**config.mk**
```make
export PLATFORM = sky130hd
export DESIGN_NAME = digit_feature_recognizer
export DESIGN_NICKNAME = d
export VERILOG_FILES = /design/src/rtl/digit_reco_pkg.sv /design/src/rtl/dfr_line_probe.sv /design/src/rtl/digit_feature_recognizer.sv
export SDC_FILE = /design/constraint.sdc
export NUM_CORES = 1
export LEC_CHECK = 0
export CORE_ASPECT_RATIO = 0.6
export CORE_MARGIN = 4
export CORE_UTILIZATION = 60
export CTS_CLUSTER_SIZE = 14
export DETAILED_ROUTE_END_ITERATION = 6
export PLACE_DENSITY = 0.81
export SLEW_MARGIN = 15
export SYNTH_ARGS = -nofsm -noshare
export SYNTH_HDL_FRONTEND = slang
export SYNTH_SLANG_ARGS = --single-unit
```
**constraint.sdc**
```tcl
create_clock -name TFT_VCLK -period 7.9 [get_ports TFT_VCLK]
set_clock_uncertainty 0.05 [all_clocks]
set_input_delay 1.58 -clock TFT_VCLK [delete_from_list [all_inputs] [get_ports TFT_VCLK]]
set_output_delay 1.58 -clock TFT_VCLK [all_outputs]
set_load 0.03 [all_outputs]
```
**src/rtl/digit_reco_pkg.sv**
```systemverilog
// digit_reco_pkg: FSM states, signature layout and digit table shared by the recogniser
package digit_reco_pkg;
  typedef enum logic [2:0] {S_WAIT, S_SCAN, S_EVAL, S_GEOM0, S_GEOM1} state_t;
  localparam logic [3:0] DIGIT_UNKNOWN = 4'hF;
  localparam int SIG_X1L = 15;
  localparam int SIG_X1R = 14;
  localparam int SIG_X2L = 13;
  localparam int SIG_X2R = 12;
  localparam int SIG_Y = 8;
  localparam int SIG_X1 = 4;
  localparam int SIG_X2 = 0;
  localparam logic [15:0] DIGIT_SIG [10] = '{
    16'hF222, 16'hA111, 16'h6311, 16'h5311, 16'hD221,
    16'h9311, 16'hB312, 16'h0211, 16'hF322, 16'hD321};
  localparam logic [15:0] DIGIT_MASK [10] = '{
    16'hFFFF, 16'hFFFF, 16'hFFFF, 16'hFFFF, 16'hFFFF,
    16'hFFFF, 16'hFFFF, 16'h0FFF, 16'hFFFF, 16'hFFFF};
  // signatures are mutually exclusive, so scan order does not matter
  function automatic logic [3:0] classify(input logic [15:0] s);
    logic [3:0] d;
    d = DIGIT_UNKNOWN;
    for (int i = 0; i < 10; i++)
      if ((s & DIGIT_MASK[i]) == DIGIT_SIG[i]) d = 4'(i);
    return d;
  endfunction
endpackage

```
**src/rtl/dfr_line_probe.sv**
```systemverilog
// dfr_line_probe: counts stroke runs along one ROI row and notes which side of the midline they touch
module dfr_line_probe #(
  parameter int HW = 12
) (
  input  logic          clk,
  input  logic          rst,
  input  logic          clr,
  input  logic          en,
  input  logic          fg,
  input  logic [HW-1:0] row,
  input  logic [HW-1:0] x_l,
  input  logic [HW-1:0] x_r,
  input  logic [HW-1:0] hm,
  input  logic [HW-1:0] hcount,
  input  logic [HW-1:0] vcount,
  output logic [3:0]    cnt,
  output logic          left,
  output logic          right
);
  logic prev, act, inc;
  // a run ends on a fg->bg step inside the ROI, or when it reaches the right edge still in fg
  always_comb begin
    act = en && vcount == row && hcount >= x_l && hcount <= x_r;
    inc = act && (fg ? hcount == x_r : (prev && hcount != x_l));
  end
  // saturating run counter and side flags, cleared once per frame
  always_ff @(posedge clk or posedge rst)
    if (rst) begin
      prev <= 1'b0;
      cnt <= '0;
      left <= 1'b0;
      right <= 1'b0;
    end else if (clr) begin
      prev <= 1'b0;
      cnt <= '0;
      left <= 1'b0;
      right <= 1'b0;
    end else if (act) begin
      prev <= fg;
      cnt <= (inc && cnt != 4'hF) ? cnt + 4'd1 : cnt;
      left <= left | (fg && hcount < hm);
      right <= right | (fg && hcount > hm);
    end
endmodule

```
**src/rtl/digit_feature_recognizer.sv**
```systemverilog
// digit_feature_recognizer: per-frame stroke-feature digit recogniser with runtime ROI and stability filter
module digit_feature_recognizer
  import digit_reco_pkg::*;
#(
  parameter int HW = 12,
  parameter int K_X1 = 102,
  parameter int K_X2 = 171,
  parameter int STABLE_N = 3,
  parameter int FG_POL = 1
) (
  input  logic          TFT_VCLK,
  input  logic          rst,
  input  logic          TFT_VS,
  input  logic [HW-1:0] hcount,
  input  logic [HW-1:0] vcount,
  input  logic          th_flag,
  input  logic [HW-1:0] roi_x_l,
  input  logic [HW-1:0] roi_x_r,
  input  logic [HW-1:0] roi_y_t,
  input  logic [HW-1:0] roi_y_b,
  output logic [15:0]   send_str,
  output logic [3:0]    reco_digital,
  output logic          reco_valid,
  output logic          roi_err
);
  localparam logic [3:0] SN = 4'(STABLE_N);
  state_t state, nstate;
  logic vs_d, vs_rise, fg, en, clr, col_act, col_inc, col_prev, same, pub;
  logic [HW-1:0] xl, xr, yt, yb, v1, v2, hm;
  logic [HW+7:0] prod1, prod2;
  logic [3:0] ycnt, x1cnt, x2cnt, run, run_nx, last_cand, cand;
  logic x1l, x1r, x2l, x2r;
  logic [15:0] feat;
  assign vs_rise = TFT_VS & ~vs_d;
  assign fg = th_flag == 1'(FG_POL);
  assign en = state == S_SCAN && !roi_err;
  assign clr = state == S_GEOM1;
  dfr_line_probe #(.HW(HW)) u_row1 (
    .clk(TFT_VCLK), .rst(rst), .clr(clr), .en(en), .fg(fg), .row(v1), .x_l(xl), .x_r(xr),
    .hm(hm), .hcount(hcount), .vcount(vcount), .cnt(x1cnt), .left(x1l), .right(x1r));
  dfr_line_probe #(.HW(HW)) u_row2 (
    .clk(TFT_VCLK), .rst(rst), .clr(clr), .en(en), .fg(fg), .row(v2), .x_l(xl), .x_r(xr),
    .hm(hm), .hcount(hcount), .vcount(vcount), .cnt(x2cnt), .left(x2l), .right(x2r));
  // state register
  always_ff @(posedge TFT_VCLK or posedge rst)
    if (rst) state <= S_WAIT;
    else state <= nstate;
  // frame sequencing; the first frame after reset is only measured, never evaluated
  always_comb begin
    nstate = state;
    case (state)
      S_WAIT: nstate = vs_rise ? S_GEOM0 : S_WAIT;
      S_SCAN: nstate = vs_rise ? S_EVAL : S_SCAN;
      S_EVAL: nstate = S_GEOM0;
      S_GEOM0: nstate = S_GEOM1;
      S_GEOM1: nstate = S_SCAN;
      default: nstate = S_WAIT;
    endcase
  end
  // column probe, signature assembly, classification and stability decision
  always_comb begin
    col_act = en && hcount == hm && vcount >= yt && vcount <= yb;
    col_inc = col_act && (fg ? vcount == yb : col_prev);
    feat = '0;
    feat[SIG_X1L] = x1l;
    feat[SIG_X1R] = x1r;
    feat[SIG_X2L] = x2l;
    feat[SIG_X2R] = x2r;
    feat[SIG_Y +: 4] = ycnt;
    feat[SIG_X1 +: 4] = x1cnt;
    feat[SIG_X2 +: 4] = x2cnt;
    cand = classify(feat);
    same = cand == last_cand;
    run_nx = !same ? 4'd1 : (run == 4'hF ? run : run + 4'd1);
    pub = !roi_err && cand != DIGIT_UNKNOWN && run_nx == SN && !(same && run == SN);
  end
  // geometry pipeline, column counter, filter state and outputs
  always_ff @(posedge TFT_VCLK or posedge rst)
    if (rst) begin
      vs_d <= 1'b0;
      {xl, xr, yt, yb, v1, v2, hm} <= '0;
      {prod1, prod2} <= '0;
      ycnt <= '0;
      col_prev <= 1'b0;
      run <= '0;
      last_cand <= DIGIT_UNKNOWN;
      send_str <= '0;
      reco_digital <= DIGIT_UNKNOWN;
      reco_valid <= 1'b0;
      roi_err <= 1'b0;
    end else begin
      vs_d <= TFT_VS;
      reco_valid <= 1'b0;
      if (state == S_EVAL) begin
        send_str <= feat;
        run <= roi_err ? 4'd0 : run_nx;
        last_cand <= roi_err ? DIGIT_UNKNOWN : cand;
        reco_valid <= pub;
        if (pub) reco_digital <= cand;
      end
      if (state == S_GEOM0) begin
        xl <= roi_x_l;
        xr <= roi_x_r;
        yt <= roi_y_t;
        yb <= roi_y_b;
        roi_err <= roi_x_r <= roi_x_l || roi_y_b <= roi_y_t;
        prod1 <= (HW+8)'(roi_y_b - roi_y_t) * (HW+8)'(K_X1);
        prod2 <= (HW+8)'(roi_y_b - roi_y_t) * (HW+8)'(K_X2);
      end
      if (state == S_GEOM1) begin
        v1 <= HW'((prod1 >> 8) + (HW+8)'(yt));
        v2 <= HW'((prod2 >> 8) + (HW+8)'(yt));
        hm <= HW'(((HW+1)'(xl) + (HW+1)'(xr)) >> 1);
        ycnt <= '0;
        col_prev <= 1'b0;
      end
      if (col_act) begin
        col_prev <= fg;
        ycnt <= (col_inc && ycnt != 4'hF) ? ycnt + 4'd1 : ycnt;
      end
    end
endmodule
```
==> run metrics <==
Detailed Routing Iterations Pass 1=5; Setup Total Neg Slack=0 ps; row count=42; # IOs=98; WP data required=8190 ps; hold_ws=431 ps; Internal=3.98 mW; CTS tree=yes; Critical Path Start Type=input port; gr ovfl total=0; status=complete, no violations; final wirelength=38000 um; Worst Setup SP=roi_y_t[1]; fin. max-slew vios=0; pin count of the biggest net entering global routing=70; CTS max path bufs=2; Power, Total=7.60 mW; FMAX=131 MHz; Initial DRC Count=981; Via density=5.91; Final Hold Vio Count=0; crit path capture type=register; Max-cap violations=0; Overall Global Routing Usage=0.298; critical path's largest stage delay=540 ps; register area share after synthesis=0.291; asr flop ratio synth=1.00; Hold Path Class=register to register; Final setup viols=0; Area growth syn-to-layout=16.8%; core area=22400 sq um; via count=11900; Sw Pwr=3.62 mW; sequential power share=0.177; Die X=204 um; fillcell total=1738; fin crit share=0.970; setup slack, reg-to-reg=4610 ps; Clock Latency Late Sink=430 ps; GPL Wtd Cong=0.942; Worst VDD drop=0.375 mV; Post-synth EDFFs=0; Slew headroom=0.223; r2r startpoint=xl[11]$_DFFE_PP0N_; max reg flops=16; CTS Sinks=161; Worst Path Max Fanout=3; H-tree depth=4; CP Class=input port to register; post-synth net total=1895; #FFs+latches synth=161; Reg2Reg Depth=9; unique cell type count in the Yosys netlist=72; layout cell share with drive strength beyond 1=0.0903; antenna viol nets, final=0; DR DRC count=0; Static Leak=7.99 nW; hpwl dp=30100 um; clk slew on worst S/H paths=70 ps; die area=25700 sq um; Clock power frac=0.116; cts bufs inserted=17; final-stage net count=2033; slowest CP cell=clkdlybuf4s50_1; minimum clock period=7660 ps; CTS Root Cell=clkbuf_16; RR Endpoint=u_row2.cnt[3]$_DFFE_PP0P_; Cells after Synth=1554; initial antenna violation count=1; first-pass GRT wire length=61100 um; synthesized area=13900 sq um; worst setup path end=prod2[18]$_DFFE_PP0N_; Die H=126 um; slew at the pin closest to its max-slew limit=1170 ps; combinational share of power=0.707; Post-synth top flop=dfrtp_1; YS warnings=0; CP arrival=7940 ps; largest reg by FF count=send_str; switching part of the total power=0.476; routed len/inst=18.9 um; PwrDens=469 nW/um^2; CP Cell Sequence=clkdlybuf4s50_1 -> inv_1 -> ha_1 -> nor2b_2 -> o31ai_1 -> buf_4 -> a2111o_1 -> and3_1 -> or3_1 -> ha_1 -> fa_1 -> fa_1 -> inv_1 -> fa_1 -> inv_1 -> ha_1 -> or4_1 -> o21ai_2 -> o21ai_2 -> o41ai_4 -> and2b_1 -> o21a_1 -> o31ai_1; vias in the first global route=11400; syn avg cell area=8.94 sq um; PortBufs=97; initial core utilization=0.621
-- power groups by stage --
stage	Clock (mW)	Sequential [mW]	Combinational [mW]
after floorplan	0	1.28	3.63
after detailed placement	0	1.35	5.09
final	0.884	1.34	5.38
after global routing	0.919	1.37	6.02
after CTS	0.883	1.33	5.19
after global placement	0	1.33	4.87
-- per-stage QoR --
stage          setup WS (ps)  instance area [sq um]  utilization  std cells
4_1_cts                 41.3                  16200        0.722       2012
3_5_place_dp            -539                  15500        0.695       1980
3_3_place_gp            -373                  15500        0.695       1980
2_1_floorplan            444                  13900            -       1554
5_1_grt                -2.18                  16200        0.725       2014
6_report                 241                  16200        0.725       2014
-- area by class of cell --
type	count	area, sq um	area share
Clock inverter	14	176	0.0109
Sequential cell	161	4040	0.249
Multi-Input combinational cell	1114	8870	0.546
Inverter	244	921	0.0567
Clock buffer	18	439	0.0271
Timing Repair Buffer	154	1400	0.0862
Antenna cell	1	2.50	0.000154
Tap cell	308	385	0.0237
-- synth_stat cells (5+ instances only) --
cell	instances	area share
a211oi_1	9	0.0049
a21boi_0	5	0.0027
a21o_1	29	0.016
a21oi_1	75	0.027
a31oi_1	8	0.0036
and3_1	14	0.0063
clkbuf_1	31	0.0084
dfrtp_1	153	0.28
dfstp_2	8	0.015
fa_1	57	0.082
ha_1	208	0.19
inv_1	244	0.066
mux2_2	21	0.017
nand2_1	151	0.041
nand2b_1	18	0.0081
nand3_1	33	0.012
nand4_1	20	0.0090
nor2_1	54	0.015
nor2b_1	18	0.0081
nor3_1	38	0.014
nor4_1	12	0.0054
o211ai_1	5	0.0027
o21a_1	32	0.017
o21ai_0	126	0.045
o31ai_1	20	0.011
or2_2	7	0.0032
or3_1	12	0.0054
or4_1	5	0.0027
xnor2_1	32	0.020
xor2_1	34	0.021
-- critical path, delay by kind of cell --
kind,cells,cell delay (ps)
compound gates,7,1580
fa+ha+maj,6,2350
buf+inv,5,890
simple gates,5,1540
-- placed cells by master, fill, tap and decap left out, types with 7 or more instances in the layout --
master           instances
a21o_1                  29
or2_2                    7
xnor2_1                 31
a31oi_1                  8
a211oi_1                 9
o21a_1                  32
nor2b_1                 17
nor2_1                  53
buf_4                   57
o21ai_0                123
clkdlybuf4s50_1         97
nand4_1                 20
inv_1                  242
ha_1                   207
and3_1                  14
mux2_2                  21
a21oi_1                 73
fa_1                    57
dfrtp_1                153
dfstp_2                  8
or3_1                   12
o31ai_1                 20
nand3_1                 33
nor3_1                  38
nand2b_1                18
nand2_1                150
nor4_1                  11
clkbuf_16               17
xor2_1                  34
-- routing by layer --
layer / track usage / vias up / share of wire
met5: 0 / - / 0
met4: 0.0559 / 0 / 0.013
met3: 0.0655 / 57 / 0.10
met2: 0.420 / 512 / 0.41
met1: 0.472 / 5720 / 0.48
li1: - / 5604 / -
-- cells by family (layout without fill, tap and decap cells) --
family	after synthesis	after routing	synth area share
AOI/OAI and AO/OA	347	347	0.155
muxes	25	25	0.0199
buffers and inverters	279	430	0.0755
and+or+nand+nor	411	411	0.148
DFF	161	161	0.291
other	0	1	0
xor gates and xnor gates	66	66	0.0416
adders and majority gates	265	265	0.269
-- how the worst min path moves through the flow --
stage	startpoint	end	slack [ps]	cells past startpoint
detailed placement	hm[2]$_DFFE_PP0P_	hm[2]$_DFFE_PP0P_	420	2
global placement	hm[2]$_DFFE_PP0P_	hm[2]$_DFFE_PP0P_	410	2
global route	prod1[13]$_DFFE_PP0N_	prod1[13]$_DFFE_PP0N_	480	2
finish	hm[2]$_DFFE_PP0P_	hm[2]$_DFFE_PP0P_	430	2
floorplan	hm[3]$_DFFE_PP0P_	hm[3]$_DFFE_PP0P_	400	2
CTS	hm[2]$_DFFE_PP0P_	hm[2]$_DFFE_PP0P_	430	2
-- timing repair --
item	4_1_cts	5_1_grt
pin swaps	0	1
resized for setup	1	12
endpoints found under the setup margin	2	6
setup buffers	0	1
hold buffers	0	0
Note: power is estimated with default switching activity, not from simulation.
